<file path="src/rtl/ntt_addr_ctrl.sv">
// ntt_addr_ctrl
//   Address sequencer for an in-place radix-2 NTT that issues two butterflies
//   per cycle. For each stage s it walks k = 0..N/4-1 and reads the top/bottom
//   coefficients of pairs p0=2k and p1=2k+1. It also produces their twiddle
//   ROM addresses. The read strobe and addresses are replayed PIPE_LAT cycles
//   later as the write-back strobe and addresses.
//
// Ports
//   clk, rst           clock, asynchronous active-high reset
//   start              one-cycle start pulse (ignored unless idle)
//   busy, done         transform in progress / one-cycle completion pulse
//   stage              current stage index s
//   rd_en              coefficient RAM read strobe
//   rd_a0/rd_b0        top/bottom read addresses, butterfly 0
//   rd_a1/rd_b1        top/bottom read addresses, butterfly 1
//   tw0/tw1            twiddle ROM addresses, butterflies 0/1
//   wr_en, wr_a*/wr_b* write strobe/addresses (reads delayed PIPE_LAT)

// Address generator for one butterfly lane (purely combinational).
//   p   : pair index, LOGN-1 bits
//   s   : stage index
//   top : (p/d)*2d + (p mod d), with d = N >> (s+1)
//   bot : top + d
//   tw  : 2^s + (p >> (LOGN-1-s))
module ntt_bfly_addr #(
  parameter int LOGN = 8,
  parameter int SW   = $clog2(LOGN)
) (
  input  logic [LOGN-2:0] p,
  input  logic [SW-1:0]   s,
  output logic [LOGN-1:0] top,
  output logic [LOGN-1:0] bot,
  output logic [LOGN-1:0] tw
);
  logic [SW-1:0]   sh;
  logic [LOGN-1:0] pe, d, mask;

  always_comb begin
    // d = 2^(LOGN-1-s). The mask keeps p mod d. The remaining high bits of p
    // give (p/d)*d. Shifting those bits left once yields (p/d)*2d.
    sh   = SW'(LOGN-1) - s;
    pe   = {1'b0, p};
    d    = LOGN'(1) << sh;
    mask = d - LOGN'(1);
    top  = ((pe & ~mask) << 1) | (pe & mask);
    // Bit 'd' of top is always clear, so this add never carries out.
    bot  = top + d;
    // p >> (LOGN-1-s) < 2^s, so the sum stays within LOGN bits.
    tw   = (LOGN'(1) << s) + (pe >> sh);
  end
endmodule

module ntt_addr_ctrl #(
  parameter int LOGN     = 8,
  parameter int PIPE_LAT = 8,
  localparam int SW      = $clog2(LOGN)
) (
  input  logic            clk,
  input  logic            rst,
  input  logic            start,
  output logic            busy,
  output logic            done,
  output logic [SW-1:0]   stage,
  output logic            rd_en,
  output logic [LOGN-1:0] rd_a0,
  output logic [LOGN-1:0] rd_b0,
  output logic [LOGN-1:0] rd_a1,
  output logic [LOGN-1:0] rd_b1,
  output logic [LOGN-1:0] tw0,
  output logic [LOGN-1:0] tw1,
  output logic            wr_en,
  output logic [LOGN-1:0] wr_a0,
  output logic [LOGN-1:0] wr_b0,
  output logic [LOGN-1:0] wr_a1,
  output logic [LOGN-1:0] wr_b1
);
  localparam int NUM_LANES = 2;
  localparam int KW        = LOGN - 2;               // k counts 0..N/4-1
  localparam int DW        = $clog2(PIPE_LAT + 1);

  typedef enum logic [1:0] {IDLE, READ, DRAIN} state_t;

  state_t        state, nstate;
  logic [KW-1:0] k, nk;
  logic [SW-1:0] s, ns;
  logic [DW-1:0] dcnt, ndcnt;
  logic          ndone;
  logic          rd_go;

  logic [NUM_LANES-1:0][LOGN-1:0] top_n, bot_n, tw_n;
  logic [NUM_LANES-1:0][LOGN-1:0] tw_q;
  // Index 0 holds the registered read side. Index PIPE_LAT is the write-back side.
  logic [PIPE_LAT:0]                             vld_pipe;
  logic [PIPE_LAT:0][NUM_LANES-1:0][LOGN-1:0]    top_pipe, bot_pipe;

  always_comb begin
    nstate = state;
    nk     = k;
    ns     = s;
    ndcnt  = dcnt;
    ndone  = 1'b0;
    case (state)
      IDLE: begin
        if (start) begin
          nstate = READ;
          nk     = '0;
          ns     = '0;
        end
      end
      READ: begin
        if (k == {KW{1'b1}}) begin
          nstate = DRAIN;
          ndcnt  = '0;
        end else begin
          nk = k + KW'(1);
        end
      end
      DRAIN: begin
        if (dcnt == DW'(PIPE_LAT - 1)) begin
          nk = '0;
          if (s == SW'(LOGN - 1)) begin
            nstate = IDLE;
            ns     = '0;
            ndone  = 1'b1;
          end else begin
            nstate = READ;
            ns     = s + SW'(1);
          end
        end else begin
          ndcnt = dcnt + DW'(1);
        end
      end
      default: nstate = IDLE;
    endcase
  end

  assign rd_go = (nstate == READ);

  // The lanes look at next-state k/s. This lets the registered addresses line
  // up with rd_en, including k=0 in the first READ cycle.
  for (genvar l = 0; l < NUM_LANES; l++) begin : g_lane
    ntt_bfly_addr #(.LOGN(LOGN), .SW(SW)) u_bfly (
      .p   ({nk, 1'(l)}),
      .s   (ns),
      .top (top_n[l]),
      .bot (bot_n[l]),
      .tw  (tw_n[l])
    );
  end

  always_ff @(posedge clk or posedge rst) begin
    if (rst) begin
      state    <= IDLE;
      k        <= '0;
      s        <= '0;
      dcnt     <= '0;
      busy     <= 1'b0;
      done     <= 1'b0;
      vld_pipe <= '0;
      top_pipe <= '0;
      bot_pipe <= '0;
      tw_q     <= '0;
    end else begin
      state    <= nstate;
      k        <= nk;
      s        <= ns;
      dcnt     <= ndcnt;
      busy     <= (nstate != IDLE);
      done     <= ndone;
      vld_pipe <= {vld_pipe[PIPE_LAT-1:0], rd_go};
      top_pipe <= {top_pipe[PIPE_LAT-1:0], rd_go ? top_n : '0};
      bot_pipe <= {bot_pipe[PIPE_LAT-1:0], rd_go ? bot_n : '0};
      tw_q     <= rd_go ? tw_n : '0;
    end
  end

  assign stage = s;
  assign rd_en = vld_pipe[0];
  assign rd_a0 = top_pipe[0][0];
  assign rd_b0 = bot_pipe[0][0];
  assign rd_a1 = top_pipe[0][1];
  assign rd_b1 = bot_pipe[0][1];
  assign tw0   = tw_q[0];
  assign tw1   = tw_q[1];
  assign wr_en = vld_pipe[PIPE_LAT];
  assign wr_a0 = top_pipe[PIPE_LAT][0];
  assign wr_b0 = bot_pipe[PIPE_LAT][0];
  assign wr_a1 = top_pipe[PIPE_LAT][1];
  assign wr_b1 = bot_pipe[PIPE_LAT][1];
endmodule

</file>
<file path="config.mk">
export PLATFORM = sky130hd
export DESIGN_NAME = ntt_addr_ctrl
export DESIGN_NICKNAME = d
export VERILOG_FILES = /design/src/rtl/ntt_addr_ctrl.sv
export SDC_FILE = /design/constraint.sdc
export NUM_CORES = 1
export LEC_CHECK = 0
export CAP_MARGIN = 10
export CORE_AREA = 5 5 166 168
export DETAILED_ROUTE_END_ITERATION = 12
export DIE_AREA = 0 0 171 173
export RECOVER_POWER = 25
export SLEW_MARGIN = 5
export SYNTH_ARGS = -nofsm -noshare
export SYNTH_HDL_FRONTEND = slang
export SYNTH_SLANG_ARGS = --single-unit
</file>
<file path="constraint.sdc">
create_clock -name clk -period 17.2 [get_ports clk]
set_input_delay 1.72 -clock clk [delete_from_list [all_inputs] [get_ports clk]]
set_output_delay 1.72 -clock clk [all_outputs]
set_load 0.01 [all_outputs]
</file>
# After elaboration in Yosys (flattened, before gate mapping)
# Index checks and enable logic that the tools add are counted.
[op_classes]
add_sub_neg = 9
n_mul = 0
div = 0
n_lt_le_gt_ge = 0
n_eq_ne = 8
shift = 4
n_mux = 22
bitwise_logic = 7
reduce_logical = 4
[ops]
columns = ["op", "count"]
rows = [
  ["two-way mux 16 bit", 3],
  ["adder 8 bit", 4],
  ["two-way mux 6 bit", 3],
  ["case mux 6 bit (3 select lines)", 1],
  ["bitwise AND 7 x 8 -> 8 bit", 2],
  ["OR 8 bit", 2],
  ["left shift 1 x 3 -> 8 bit (first input constant)", 2],
  ["right shift 7 x 3 -> 8 bit", 2],
  ["bitwise AND 7 bit", 2],
  ["two-way mux 3 bit", 3],
  ["two-way mux 4 bit", 2],
  ["case mux 4 bit (2 select lines)", 1],
  ["subtractor 8 x 1 -> 8 bit (second input constant)", 1],
  ["NOT 7 bit", 1],
  ["adder 6 x 1 -> 6 bit (second input constant)", 1],
  ["== test 6 bit (second input constant)", 1],
  ["two-way mux 2 bit", 3],
  ["case mux 2 bit (3 select lines)", 1],
  ["case mux 3 bit (2 select lines)", 1],
  ["adder 4 x 1 -> 4 bit (second input constant)", 1],
  ["== test 2 x 1 -> 1 bit (second input constant)", 2],
  ["== test 4 x 3 -> 1 bit (second input constant)", 1],
  ["two-way mux 1 bit", 4],
  ["inequality test 2 bit (second input constant)", 2],
  ["7 further kinds", 8],
]
[totals]
regBits = 330
latchBits = 0
ram_bits = 0
mem_bits_ro = 0
inputBits = 3
out_inout_bits = 87
wordCells = 99
n_memories = 0

# Logic depth before layout (Yosys ltp)
[depth]
depth_word = 12
mapped_depth = 22
depth_no_buf = 20

# By module
# Synthesis repeated with hierarchy kept, for this count alone.
[hier_totals]
cells_unflattened = 801
area_unflattened_um2 = 11771.3
[modules_own_cells]
columns = ["mod", "n_inst", "cells_per_inst", "area_each_um2", "seq_area_each_um2"]
rows = [
  ["ntt_addr_ctrl", 1, 539, 9952.0, 8257.9],
  ["ntt_bfly_addr", 2, 131, 909.6, 0.0],
]

# Worst setup path after synthesis
# No wires, ideal clock.
[synth_timing]
path_kind = "input-to-reg"
start = "input start"
end = "register bot_pipe (netlist bit rd_b1[7])"
setup_time_ps = 132
t_arrival_ps = 5067
setup_slack_ps = 12001
path_stages = 18
cell_sequence = "or3b_1 clkbuf_1 a41oi_1 nor2_4 inv_1 ha_1 clkbuf_1 xnor2_1 a21oi_1 a31oi_1 ha_1 a21o_1 a21oi_1 a21oi_1 or2_2 o31ai_1 xnor2_1 nor2_1"
[synth_between]
elab_chain_len = 10
elab_cells_between_ends = 16
classes_between = "3 x add/sub; 1 x eq/ne; 1 x shift; 7 x mux; 4 x bitwise"
[synth_rtl]
columns = ["item", "line", "text"]
rows = [
  ["start, declared", "60", "input logic start,"],
  ["two-way mux 3 bit", "104", "if (start) begin"],
  ["case mux 3 bit (2 select lines)", "102", "case (state)"],
  ["subtractor 3 bit", "41", "sh = SW'(LOGN-1) - s;"],
  ["left shift 1 x 3 -> 8 bit", "43", "d = LOGN'(1) << sh;"],
  ["subtractor 8 x 1 -> 8 bit", "44", "mask = d - LOGN'(1);"],
  ["NOT 7 bit", "45", "top = ((pe & ~mask) << 1) | (pe & mask);"],
  ["bitwise AND 7 bit", "45", ""],
  ["OR 8 bit", "45", ""],
  ["adder 8 bit", "47", "bot = top + d;"],
  ["two-way mux 16 bit *", "172", "bot_pipe <= {bot_pipe[PIPE_LAT-1:0], rd_go ? bot_n : '0};"],
  ["end signal, assigned", "172", ""],
  ["end, declared", "94", "logic [PIPE_LAT:0][NUM_LANES-1:0][LOGN-1:0] top_pipe, bot_pipe;"],
]
# Mark *: on every way between the ends. The rest lies on a longest branch, timed or not.
# A chain may end at the register's enable or synchronous reset.

# Worst setup path after layout
# Same ends and word-level chain as after synthesis.

==> impl_metrics.env <==
export IMPL_status="complete, no violations"
export IMPL_clock_latency_ns=0.52
export IMPL_crit_path_cell_trace="clkdlybuf4s50_1 > or3b_1 > a41oi_1 > nor2_4 > inv_1 > ha_1 > xnor2_1 > a21oi_1 > a31oi_1 > ha_1 > a21o_1 > a21oi_1 > a21oi_1 > or2_2 > o31ai_1 > xnor2_1 > nor2_1"
export IMPL_final_area_sq_um=10600
export IMPL_yosysTopAreaCell="dfrtp_1"
export IMPL_relSlewSlack_pct=41.2
export IMPL_grt_overflow_total=0
export IMPL_root_buffer="clkbuf_16"
export IMPL_final_nets=702
export IMPL_async_flop_share_pct=100
export IMPL_worstPathArrival_ns=5.91
export IMPL_powerDensity_nw_per_um2=183
export IMPL_netlist_top_cells_area="dfrtp_1 (72%), buf_4 (5.7%), ha_1 (2.5%)"
export IMPL_holdPathStages=0
export IMPL_min_period_over_period_pct=32.0
export IMPL_path_class="input port to flip-flop"
export IMPL_fin_ws_ns=11.70
export IMPL_clock_sinks=258
export IMPL_cts_resized=0
export IMPL_drive_above_1_share_pct=8.19
export IMPL_hold_violations=0
export IMPL_most_common_layout_cells="dfrtp_1 (258), clkdlybuf4s50_1 (87), nor2_1 (37), nand2_1 (32), clkbuf_16 (25)"
export IMPL_antenna_found_initial=0
export IMPL_hold_end="bot_pipe[109]"
export IMPL_htreeDepth=1
export IMPL_cp_num_buf_inv=2
export IMPL_rr_worst_depth=20
export IMPL_io_pin_count=90
export IMPL_dr_pass1_iters=5
export IMPL_ys_ff_latch=258
export IMPL_slowest_stage="clkdlybuf4s50_1"
export IMPL_maxCapViolCount=0
export IMPL_cts_tree="yes"
export IMPL_cts_buffers=25
export IMPL_core_area_sq_um=25800
export IMPL_path_clk_slew_ns=0.06
export IMPL_cts_buffer_depth=3
export IMPL_syn_area_sq_um=8950
export IMPL_cpPeakStageDelay_ns=0.54
export IMPL_die_w_microns=171
export IMPL_drv_slew=0
export IMPL_cts_hold_buf=0
export IMPL_power_total_mw=1.93
export IMPL_routed_via_density=4.46
export IMPL_dp_slack_ns=11.19
export IMPL_p_leak_nw=4.77
export IMPL_postLayoutCoreUtil_pct=41.1
export IMPL_synth_ff_type="dfrtp_1"
export IMPL_critPathRequiredTime_ns=17.60
export IMPL_yosys_area_top_type_share_pct=72.1
export IMPL_path_max_fanout=13
export IMPL_fp_row_count=59
export IMPL_final_common_cell="dfrtp_1"
export IMPL_diodes=0
export IMPL_skew_ns=0.0148
export IMPL_grt_usage_pct=10.4
export IMPL_drt_initial_drc_count=372
export IMPL_rsz0062_at_grt="no"
export IMPL_hp_start="bot_pipe[93]"
export IMPL_area_delta_synth_final_pct=18.2
export IMPL_critical_path_endpoint_type="flip-flop"
export IMPL_grt_pass1_vias=4546
export IMPL_ys_seq_area_share_pct=72.1
export IMPL_hold_path_class="flip-flop to flip-flop"
export IMPL_cts_setup_buffers=0
export IMPL_worst_pin_slew_ns=0.882
export IMPL_setup_viol=0
export IMPL_period_minus_slack_ns=5.50
export IMPL_vdd_drop_max_uv=96.1
export IMPL_initial_core_util_pct=34.8
export IMPL_grt_pass1_wl_mm=24.8
export IMPL_grt_start_max_net_pins=125
export IMPL_place_gp_congestion=0.823
export IMPL_die_area_sq_um=29600
export IMPL_place_area_sq_um=9710
export IMPL_r2r_end="rd_b1[7]"
export IMPL_synth_cell_type_count=68
export IMPL_portBuffers=87
export IMPL_wl_mm=15.3
export IMPL_ant_nets=0
export IMPL_synth_warnings=0
export IMPL_avgSynthCellArea_sq_um=14.0
export IMPL_routedWlPerCell_microns=14.8
export IMPL_cp_common_cell="a21oi_1"
export IMPL_die_h_microns=173
export IMPL_num_vias=4599
export IMPL_drc=0
export IMPL_r2r_setup_slack_ns=12.47
export IMPL_synthCells=641
export IMPL_cp_start_kind="input port"
export IMPL_dp_hpwl_mm=10.1
export IMPL_fmaxAchievable_mhz=182
export IMPL_crit_family="compound AO/OA/AOI/OAI gates"
export IMPL_nFillCells=2351
export IMPL_synth_edff_count=0
export IMPL_r2r_start="stage[1]"
export IMPL_finalSetupTns_ns=0
worst max-delay path by stage:
stage	from	to	slack [ns]	cells after the start
2_1_floorplan	rst	bot_pipe[100]	8.38	1
5_1_grt	start	rd_b0[7]	11.39	17
4_1_cts	start	rd_b1[7]	11.73	17
3_5_place_dp	start	rd_b1[7]	11.19	17
6_report	start	rd_b1[7]	11.70	17
3_3_place_gp	start	rd_b0[7]	11.27	17
cell usage after synthesis, types with 3 or more instances:
cell type / instances
a211oi_1: 3
a21o_1: 4
a21oi_1: 24
a31oi_1: 5
and2_1: 11
and3_1: 3
buf_2: 3
buf_4: 68
clkbuf_1: 8
dfrtp_1: 258
ha_1: 18
inv_1: 20
mux2_2: 3
mux2i_1: 6
nand2_1: 32
nand2b_1: 6
nand3_1: 14
nand4_1: 3
nor2_1: 37
nor2b_1: 6
nor3_1: 13
nor3b_1: 3
o211ai_1: 5
o21ai_0: 19
o22ai_1: 4
o31ai_1: 6
xnor2_1: 7
xor2_1: 4
through the flow:
step,hold WS [ns],instances
floorplan,0.331,642
global placement,0.331,987
detailed placement,0.335,987
CTS,0.348,1031
global route,0.351,1031
finish,0.344,1031
power breakdown:
group          switching (mW)  internal (mW)  leakage [nW]
sequential             0.0731          0.833          3.16
combinational           0.257          0.210          1.19
clock                   0.217          0.344         0.426
total                   0.547           1.39          4.77
worst reg2reg max path, stage by stage (launching register included):
cell	delay [ns]
dfrtp_1	0.49
ha_1	0.24
ha_1	0.23
or4b_1	0.47
mux2_2	0.27
and2_4	0.21
clkinv_8	0.10
nor2_4	0.07
inv_1	0.12
ha_1	0.48
xnor2_1	0.13
a21oi_1	0.20
a31oi_1	0.07
ha_1	0.37
a21o_1	0.24
a21oi_1	0.26
a21oi_1	0.09
or2_2	0.29
o31ai_1	0.08
xnor2_1	0.15
nor2_1	0.05
layer usage:
layer,track usage [%],part of all wire [%],vias up
li1,-,-,2168
met1,14.2,44,2276
met2,16.4,47,123
met3,2.49,6.3,32
met4,3.14,3.0,0
met5,0,0,-
state kept, by name, summed over array words and instances (netlist names):
register	count
bot_pipe	106
top_pipe	63
rd_a1	8
rd_b0	8
rd_b1	8
tw0	8
tw1	8
wr_b0	8
wr_b1	8
wr_a1	7
k	6
vld_pipe	6
dcnt	4
stage	3
state	2
wr_a0	2
busy	1
done	1
rd_a0	1
cells by family (layout without fill, tap and decap cells):
logic type / after synthesis / in the layout / share of synthesized area [%]
adders and majority gates: 20 / 20 / 2.96
and+or+nand+nor: 143 / 143 / 8.08
muxes: 9 / 9 / 1.05
AOI/OAI and AO/OA: 98 / 98 / 7.34
buffers and inverters: 101 / 155 / 7.35
xor gates and xnor gates: 11 / 11 / 1.08
DFF: 258 / 258 / 72.1
other: 1 / 2 / 0.0419
layout make-up:
cell class                      count  area [sq um]  area share [%]
Sequential cell                   258          6460            61.0
Tap cell                          335           419            3.96
Inverter                           21          98.8           0.934
Clock buffer                       38           744            7.04
Multi-Input combinational cell    283          1840            17.4
Timing Repair Buffer               90           893            8.44
Clock inverter                      6           124            1.17
Power figures use the tool's default switching activity.
